[config.mk]
export PLATFORM = sky130hd
export DESIGN_NAME = branch_compare_pipe
export DESIGN_NICKNAME = d
export VERILOG_FILES = /design/src/rtl/branch_compare_pipe.sv
export SDC_FILE = /design/constraint.sdc
export NUM_CORES = 1
export LEC_CHECK = 0
export CAP_MARGIN = 5
export CORE_ASPECT_RATIO = 1.5
export CORE_MARGIN = 4
export CORE_UTILIZATION = 36
export CTS_CLUSTER_SIZE = 8
export DETAILED_ROUTE_END_ITERATION = 10
export PLACE_DENSITY = 0.87
export REMOVE_ABC_BUFFERS = 1
export SLEW_MARGIN = 30
export SYNTH_ARGS = -nofsm -noshare
export SYNTH_HDL_FRONTEND = slang
export SYNTH_SLANG_ARGS = --single-unit
[constraint.sdc]
create_clock -name clk -period 1.4 [get_ports clk]
set_clock_uncertainty 0.15 [all_clocks]
set_input_delay 0.28 -clock clk [delete_from_list [all_inputs] [get_ports clk]]
set_output_delay 0.28 -clock clk [all_outputs]
set_load 0.01 [all_outputs]
[src/rtl/branch_compare_pipe.sv]
// Two-stage pipelined 8-mode operand comparator (EQ/NE/signed and unsigned ordering) with pass-through tag.
// Latency: result valid two cycles after the input is accepted; one comparison per cycle sustained.
// Backpressure: out/out_tag hold while out_valid & !out_ready; S1 holds when S2 is blocked; flush kills both stages.
module branch_compare_pipe #(
    parameter int WIDTH = 32,
    parameter int TAG_W = 4
) (
    input  logic             clk,
    input  logic             rst_n,
    input  logic             flush,
    input  logic             in_valid,
    output logic             in_ready,
    input  logic [WIDTH-1:0] a,
    input  logic [WIDTH-1:0] b,
    input  logic [2:0]       mode,
    input  logic [TAG_W-1:0] tag,
    output logic             out_valid,
    input  logic             out_ready,
    output logic             out,
    output logic [TAG_W-1:0] out_tag
);

    // WIDTH must be even and >= 2 so both halves are non-empty.
    localparam int LO = WIDTH / 2;

    localparam logic [2:0] MODE_EQ  = 3'd0;
    localparam logic [2:0] MODE_NE  = 3'd1;
    localparam logic [2:0] MODE_LT  = 3'd2;
    localparam logic [2:0] MODE_LTU = 3'd3;
    localparam logic [2:0] MODE_LE  = 3'd4;
    localparam logic [2:0] MODE_GT  = 3'd5;
    localparam logic [2:0] MODE_GE  = 3'd6;
    localparam logic [2:0] MODE_GEU = 3'd7;

    logic             s1_valid;
    logic             s1_hi_eq;
    logic             s1_hi_lts;
    logic             s1_hi_ltu;
    logic             s1_lo_eq;
    logic             s1_lo_ltu;
    logic [2:0]       s1_mode;
    logic [TAG_W-1:0] s1_tag;

    logic             s2_adv;
    logic             s1_adv;
    logic             in_fire;

    logic             hi_eq_d;
    logic             hi_lts_d;
    logic             hi_ltu_d;
    logic             lo_eq_d;
    logic             lo_ltu_d;

    logic             eq;
    logic             lts;
    logic             ltu;
    logic             result;

    assign s2_adv   = !out_valid | out_ready;
    assign s1_adv   = !s1_valid | s2_adv;
    assign in_ready = s1_adv & !flush;
    assign in_fire  = in_valid & in_ready;

    // Split compare: the signed view only matters in the upper half, whose MSB is the operand sign.
    always_comb begin
        hi_eq_d  = (a[WIDTH-1:LO] == b[WIDTH-1:LO]);
        hi_lts_d = ($signed(a[WIDTH-1:LO]) < $signed(b[WIDTH-1:LO]));
        hi_ltu_d = (a[WIDTH-1:LO] < b[WIDTH-1:LO]);
        lo_eq_d  = (a[LO-1:0] == b[LO-1:0]);
        lo_ltu_d = (a[LO-1:0] < b[LO-1:0]);
    end

    always_ff @(posedge clk or negedge rst_n) begin
        if (!rst_n) begin
            s1_valid <= 1'b0;
        end else if (flush) begin
            s1_valid <= 1'b0;
        end else if (s1_adv) begin
            s1_valid <= in_valid;
        end
    end

    always_ff @(posedge clk or negedge rst_n) begin
        if (!rst_n) begin
            s1_hi_eq  <= 1'b0;
            s1_hi_lts <= 1'b0;
            s1_hi_ltu <= 1'b0;
            s1_lo_eq  <= 1'b0;
            s1_lo_ltu <= 1'b0;
            s1_mode   <= 3'd0;
            s1_tag    <= '0;
        end else if (in_fire) begin
            s1_hi_eq  <= hi_eq_d;
            s1_hi_lts <= hi_lts_d;
            s1_hi_ltu <= hi_ltu_d;
            s1_lo_eq  <= lo_eq_d;
            s1_lo_ltu <= lo_ltu_d;
            s1_mode   <= mode;
            s1_tag    <= tag;
        end
    end

    always_comb begin
        eq  = s1_hi_eq & s1_lo_eq;
        lts = s1_hi_lts | (s1_hi_eq & s1_lo_ltu);
        ltu = s1_hi_ltu | (s1_hi_eq & s1_lo_ltu);
        result = 1'b0;
        case (s1_mode)
            MODE_EQ:  result = eq;
            MODE_NE:  result = !eq;
            MODE_LT:  result = lts;
            MODE_LTU: result = ltu;
            MODE_LE:  result = lts | eq;
            MODE_GT:  result = !(lts | eq);
            MODE_GE:  result = !lts;
            MODE_GEU: result = !ltu;
            default:  result = 1'b0;
        endcase
    end

    always_ff @(posedge clk or negedge rst_n) begin
        if (!rst_n) begin
            out_valid <= 1'b0;
        end else if (flush) begin
            out_valid <= 1'b0;
        end else if (s2_adv) begin
            out_valid <= s1_valid;
        end
    end

    // Data only moves when a real entry advances, so a stalled result stays put.
    always_ff @(posedge clk or negedge rst_n) begin
        if (!rst_n) begin
            out     <= 1'b0;
            out_tag <= '0;
        end else if (s2_adv && s1_valid) begin
            out     <= result;
            out_tag <= s1_tag;
        end
    end

endmodule

After elaboration in Yosys (flattened, before gate mapping):

Index checks and enable logic that the tools add are counted.

* bitwise gates (word level): 9
* equality and inequality tests: 9
* magnitude comparators: 3
* muxes and demuxes: 5
* reduce and logical (&&, ||, !) cells: 11

Operators by type and width (number)
* less-than comparator 16 bit: 3
* == test 16 bit: 2
* == test 3 bit (second input constant): 4
* one-hot mux 1 bit (8 select lines): 1
* logical NOT 1 bit: 7
* == test 3 x 2 -> 1 bit (second input constant): 2
* OR 1 bit: 5
* bitwise AND 1 bit: 4
* 2-to-1 mux 1 bit: 4
* nonzero test 2 bit: 2
* == test 3 x 1 -> 1 bit (second input constant): 1
* logical NOT 3 bit: 1
* logical AND 1 bit: 1

* word-level logic and storage cells: 48
* register bits: 19
* input port bits: 76
* output and inout port bits: 7

Longest topological paths before layout:

* depth in word-level cells: 5
* mapped depth: 7
* gate-level depth less buffers: 7

Worst setup path before layout:

No wires, ideal clock.

* kind: register to register
* from: register out_valid
* to: register s1_mode[0]
* cell stages (with the launch flop): 6
* setup time: 0.125 ns
* slack: -0.256 ns
* arrival time: 1.381 ns
* path buffers: 1
* cells stage by stage: dfrtp_1 > nor2b_4 > a21oi_2 > and2_1 > buf_4 > mux2_2

* longest elaborated chain between the ends: 5

RTL lines
* from (decl): RTL line 17 `output logic out_valid,`
* from (signal assigned): RTL line 127 `out_valid <= s1_valid;`
* logical NOT 1 bit: RTL line 59 `assign s2_adv = !out_valid | out_ready;`
* OR 1 bit: RTL line 59
* OR 1 bit: RTL line 60 `assign s1_adv = !s1_valid | s2_adv;`
* bitwise AND 1 bit: RTL line 61 `assign in_ready = s1_adv & !flush;`
* named net in_ready: RTL line 12 `output logic in_ready,`
* bitwise AND 1 bit: RTL line 62 `assign in_fire = in_valid & in_ready;`
* to (signal assigned): RTL line 98 `s1_mode <= mode;`
* to (decl): RTL line 41 `logic [2:0] s1_mode;`

The timed path passes the listed nets, and every way through them passes these cells.
A chain may end at the register's enable or synchronous reset.

Worst setup path in the final report:

* from: register out_valid
* to: register s1_tag[3]

* longest elaborated chain between the ends: 5

RTL lines
* logical NOT 1 bit: RTL line 59
* OR 1 bit: RTL line 59
* OR 1 bit: RTL line 60
* bitwise AND 1 bit: RTL line 61
* bitwise AND 1 bit: RTL line 62
* to (signal assigned): RTL line 99 `s1_tag <= tag;`
* to (decl): RTL line 42 `logic [TAG_W-1:0] s1_tag;`

No other way between the ends.

==> summary.md <==
| Metric | Value |
|---|---|
| Outcome | `finished with violations` |
| Failing checks | `negative setup slack` |
| H-Tree Depth | `1` |
| DIE HEIGHT | `90.2 um` |
| Core area | `between 4000 and 5000 sq um` |
| Max Fclk | `645 MHz` |
| Tot Pwr | `2.03 mW` |
| Fraction of layout cells with a size suffix above 1 | `0.600` |
| Final period util | `1.11` |
| Avg Cell Area, Syn | `approximately 9.1 sq um` |
| Worst-path maximum fanout | `7` |
| Final Hold Viols | `0` |
| Post-route setup slack | `-151 ps` |
| Vias in the first global route | `slightly above 2,000` |
| Synth Area in Simple Gates | `0.146` |
| Number of port buffers | `approximately 80` |
| First-pass GRT wire length | `between 8000 and 9000 um` |
| Leading area contributor after synthesis | `dfrtp_1` |
| Layout overhead on the synthesized area | `92.4%` |
| WL final | `between 5000 and 6000 um` |
| Root buf cell | `clkbuf_8` |
| CTS max path bufs | `2` |
| Flops & latches, synth | `19` |
| Compound-Gate Fraction of Synth Area | `0.153` |
| Num CTS Buffers | `3` |
| Critical path launch point type | `flop` |
| Die area | `5670 sq um` |
| Initial Util | `0.379` |
| Leak | `1.46 nW` |
| MaxCap Viol Count | `0` |
| Pin count of the biggest net entering global routing | `20` |
| Placed cell area | `2640 sq um` |
| CP Capture Type | `flop` |
| Skew-Pair Late Insertion Delay | `250 ps` |
| Critical path's slowest cell | `dfrtp_1` |
| Synth area leaders | `dfrtp_1, ha_1, inv_1, mux2_2, a21oi_1` |
| PD cells | `650 nW/um^2` |
| Initial DRC count | `38` |
| Post-synthesis instance total | `178` |
| Cell Rows | `29` |
| Worst EP arrival | `1540 ps` |
| Boundary pin count | `83` |
| Vias/cell | `5.27` |
| Worst Hold Class | `in2async` |
| Die W | `62.8 um` |
| R2R cell count | `5` |
| Post-route minimum period | `about 1600 ps` |
| Yosys cell types | `33` |
| Area share of the leading cell type in the synthesized netlist | `0.293` |
| Via count | `1,745` |
| DR pass1 iterations | `4` |
| RePlAce Congestion | `0.781` |
| Largest family of logic cells by synthesized area | `adder cells` |
| VDD IR max | `about 0.41 mV` |
| Routed met3 length | `between 200 and 250 um` |
| Top layer in use | `met4` |
| Post-route antenna net violation count | `0` |
| Final Cell Area | `3120 sq um` |
| Critical path's largest stage delay | `370 ps` |
| RSZ-0062 raised after global routing | `true` |
| Xor and xnor area share after synthesis | `0` |
| Final Hold Slack | `217 ps` |
| TritonCTS Sinks | `19` |
| Clock-pin slew on the worst setup and hold paths | `approximately 70 ps` |
| Post-synthesis cell area | `approximately 1600 sq um` |
| Ant. Diodes | `0` |
| Final TNS setup | `-1830 ps` |
| Worst slew pin tran | `roughly 270 ps` |
| Dpl hpwl | `3630 um` |
| CP cell instances | `nor2b_4 > a21oi_2 > and2_4 > buf_12 > mux2_4` |
| Adder-Cell Fraction of Synth Area | `0.247` |
| Fillers | `301` |
| Most frequent cell after synthesis | `inv_1` |
| Asr flop ratio synth | `1.00` |
| Number of synthesized flops with an enable pin | `0` |
| Gr usage total | `0.191` |
| CTS tree | `yes` |
| Proportion of synthesized area in mux cells | `0.0763` |
| Final setup vio count | `18` |
| List of most frequent post-synthesis cells | `inv_1, ha_1, dfrtp_1` |
| Slew Limit Headroom | `0.822` |
| WL per Instance | `around 16 um` |
| Sequential area share after synthesis | `0.293` |
| Wl on met1 | `1820 um` |
| DRC viols | `0` |
| Critical path data required time | `1390 ps` |
| Layout net count | `394` |
| Main synth FF type | `dfrtp_1` |
| Gr ovfl total | `0` |
| WL met2 | `3000 um` |
| Slew Viols, Final | `0` |
| Worst Path Class, Setup | `reg2reg` |
| Antenna violations before repair | `0` |
| Yosys warns | `0` |
worst max-delay path, delay by kind of cell, from the launching register on:
kind            cells  cell delay, ps
buf+inv             1             130
mux                 1             300
compound gates      1             160
simple gates        2             320
flops               1             370
power by group:
part           total (mW)  internal, mW  switching [mW]
logic               0.965         0.561           0.404
clock network       0.370         0.202           0.168
registers           0.693         0.638          0.0548
total                2.03          1.40           0.626
flip-flops by register name (all words and copies together) (netlist names):
signal / flops
out: 1
out_tag: 4
out_valid: 1
s1_hi_eq: 1
s1_hi_lts: 1
s1_hi_ltu: 1
s1_lo_eq: 1
s1_lo_ltu: 1
s1_mode: 3
s1_tag: 4
s1_valid: 1
cell usage in the layout, fill, tap and decap left out, drive strengths merged, types with 2 or more instances in the layout:
master         synthesis  final
nor2b                  5      5
o41ai                  2      2
ha                    32     32
nand3                  3      3
inv                   34     34
nand4                  8      8
a211oi                 2      2
mux2                  11     11
dlygate4sd2            0     24
buf                    1     58
clkdlybuf4s50          0     11
a21oi                 16     16
nand2b                 3      3
o21ai                  5      5
dfrtp                 19     19
nand2                 14     14
nor2                   5      5
a21o                   4      4
clkdlybuf4s15          0      4
clkbuf                 1     12
path summary, 6_finish.rpt:
check                           startpoint         end  slack, ps
min in group clk                     a[15]   s1_lo_ltu        270
max in group asynchronous            rst_n  out_tag[2]        680
worst max register to register   out_valid   s1_tag[3]       -150
worst min-delay path                 rst_n   s1_tag[1]        220
worst min register to register         out         out        340
worst max-delay path             out_valid   s1_tag[3]       -150
repair_timing:
item,in CTS,in global routing
resized for setup,269,42
setup endpoints to repair,24,18
setup buffers,2,3
hold buffers,0,0
pin swaps,64,18
metrics by stage:
| stage | instances | utilization | setup slack (ps) |
|---|---|---|---|
| floorplan | 176 | - | -321 |
| global placement | 322 | 0.616 | -816 |
| detailed placement | 322 | 0.616 | -858 |
| CTS | 328 | 0.707 | -153 |
| global route | 331 | 0.729 | -220 |
| finish | 331 | 0.729 | -151 |
kinds of logic (layout without fill, tap and decap cells):
kind of cell / count (synthesis) / in the layout
compound gates: 36 / 36
simple gates: 44 / 44
flops: 19 / 19
buf+inv: 36 / 143
fa+ha+maj: 32 / 32
mux: 11 / 11
layout make-up:
type                    count  area (sq um)  area share
clock buffers               4          45.0      0.0144
well taps                  46          57.6      0.0184
multi-input cells         123          1560       0.500
flip-flops and latches     19           475       0.152
inverters                  34           130      0.0417
repair buffers            105           852       0.273
layer usage:
layer | track usage | vias to the layer above
met5 | 0 | -
met1 | 0.182 | 812
met3 | 0.0312 | 25
li1 | - | 838
met4 | 0.101 | 0
met2 | 0.378 | 70
Note: power is estimated with default switching activity, not from simulation.
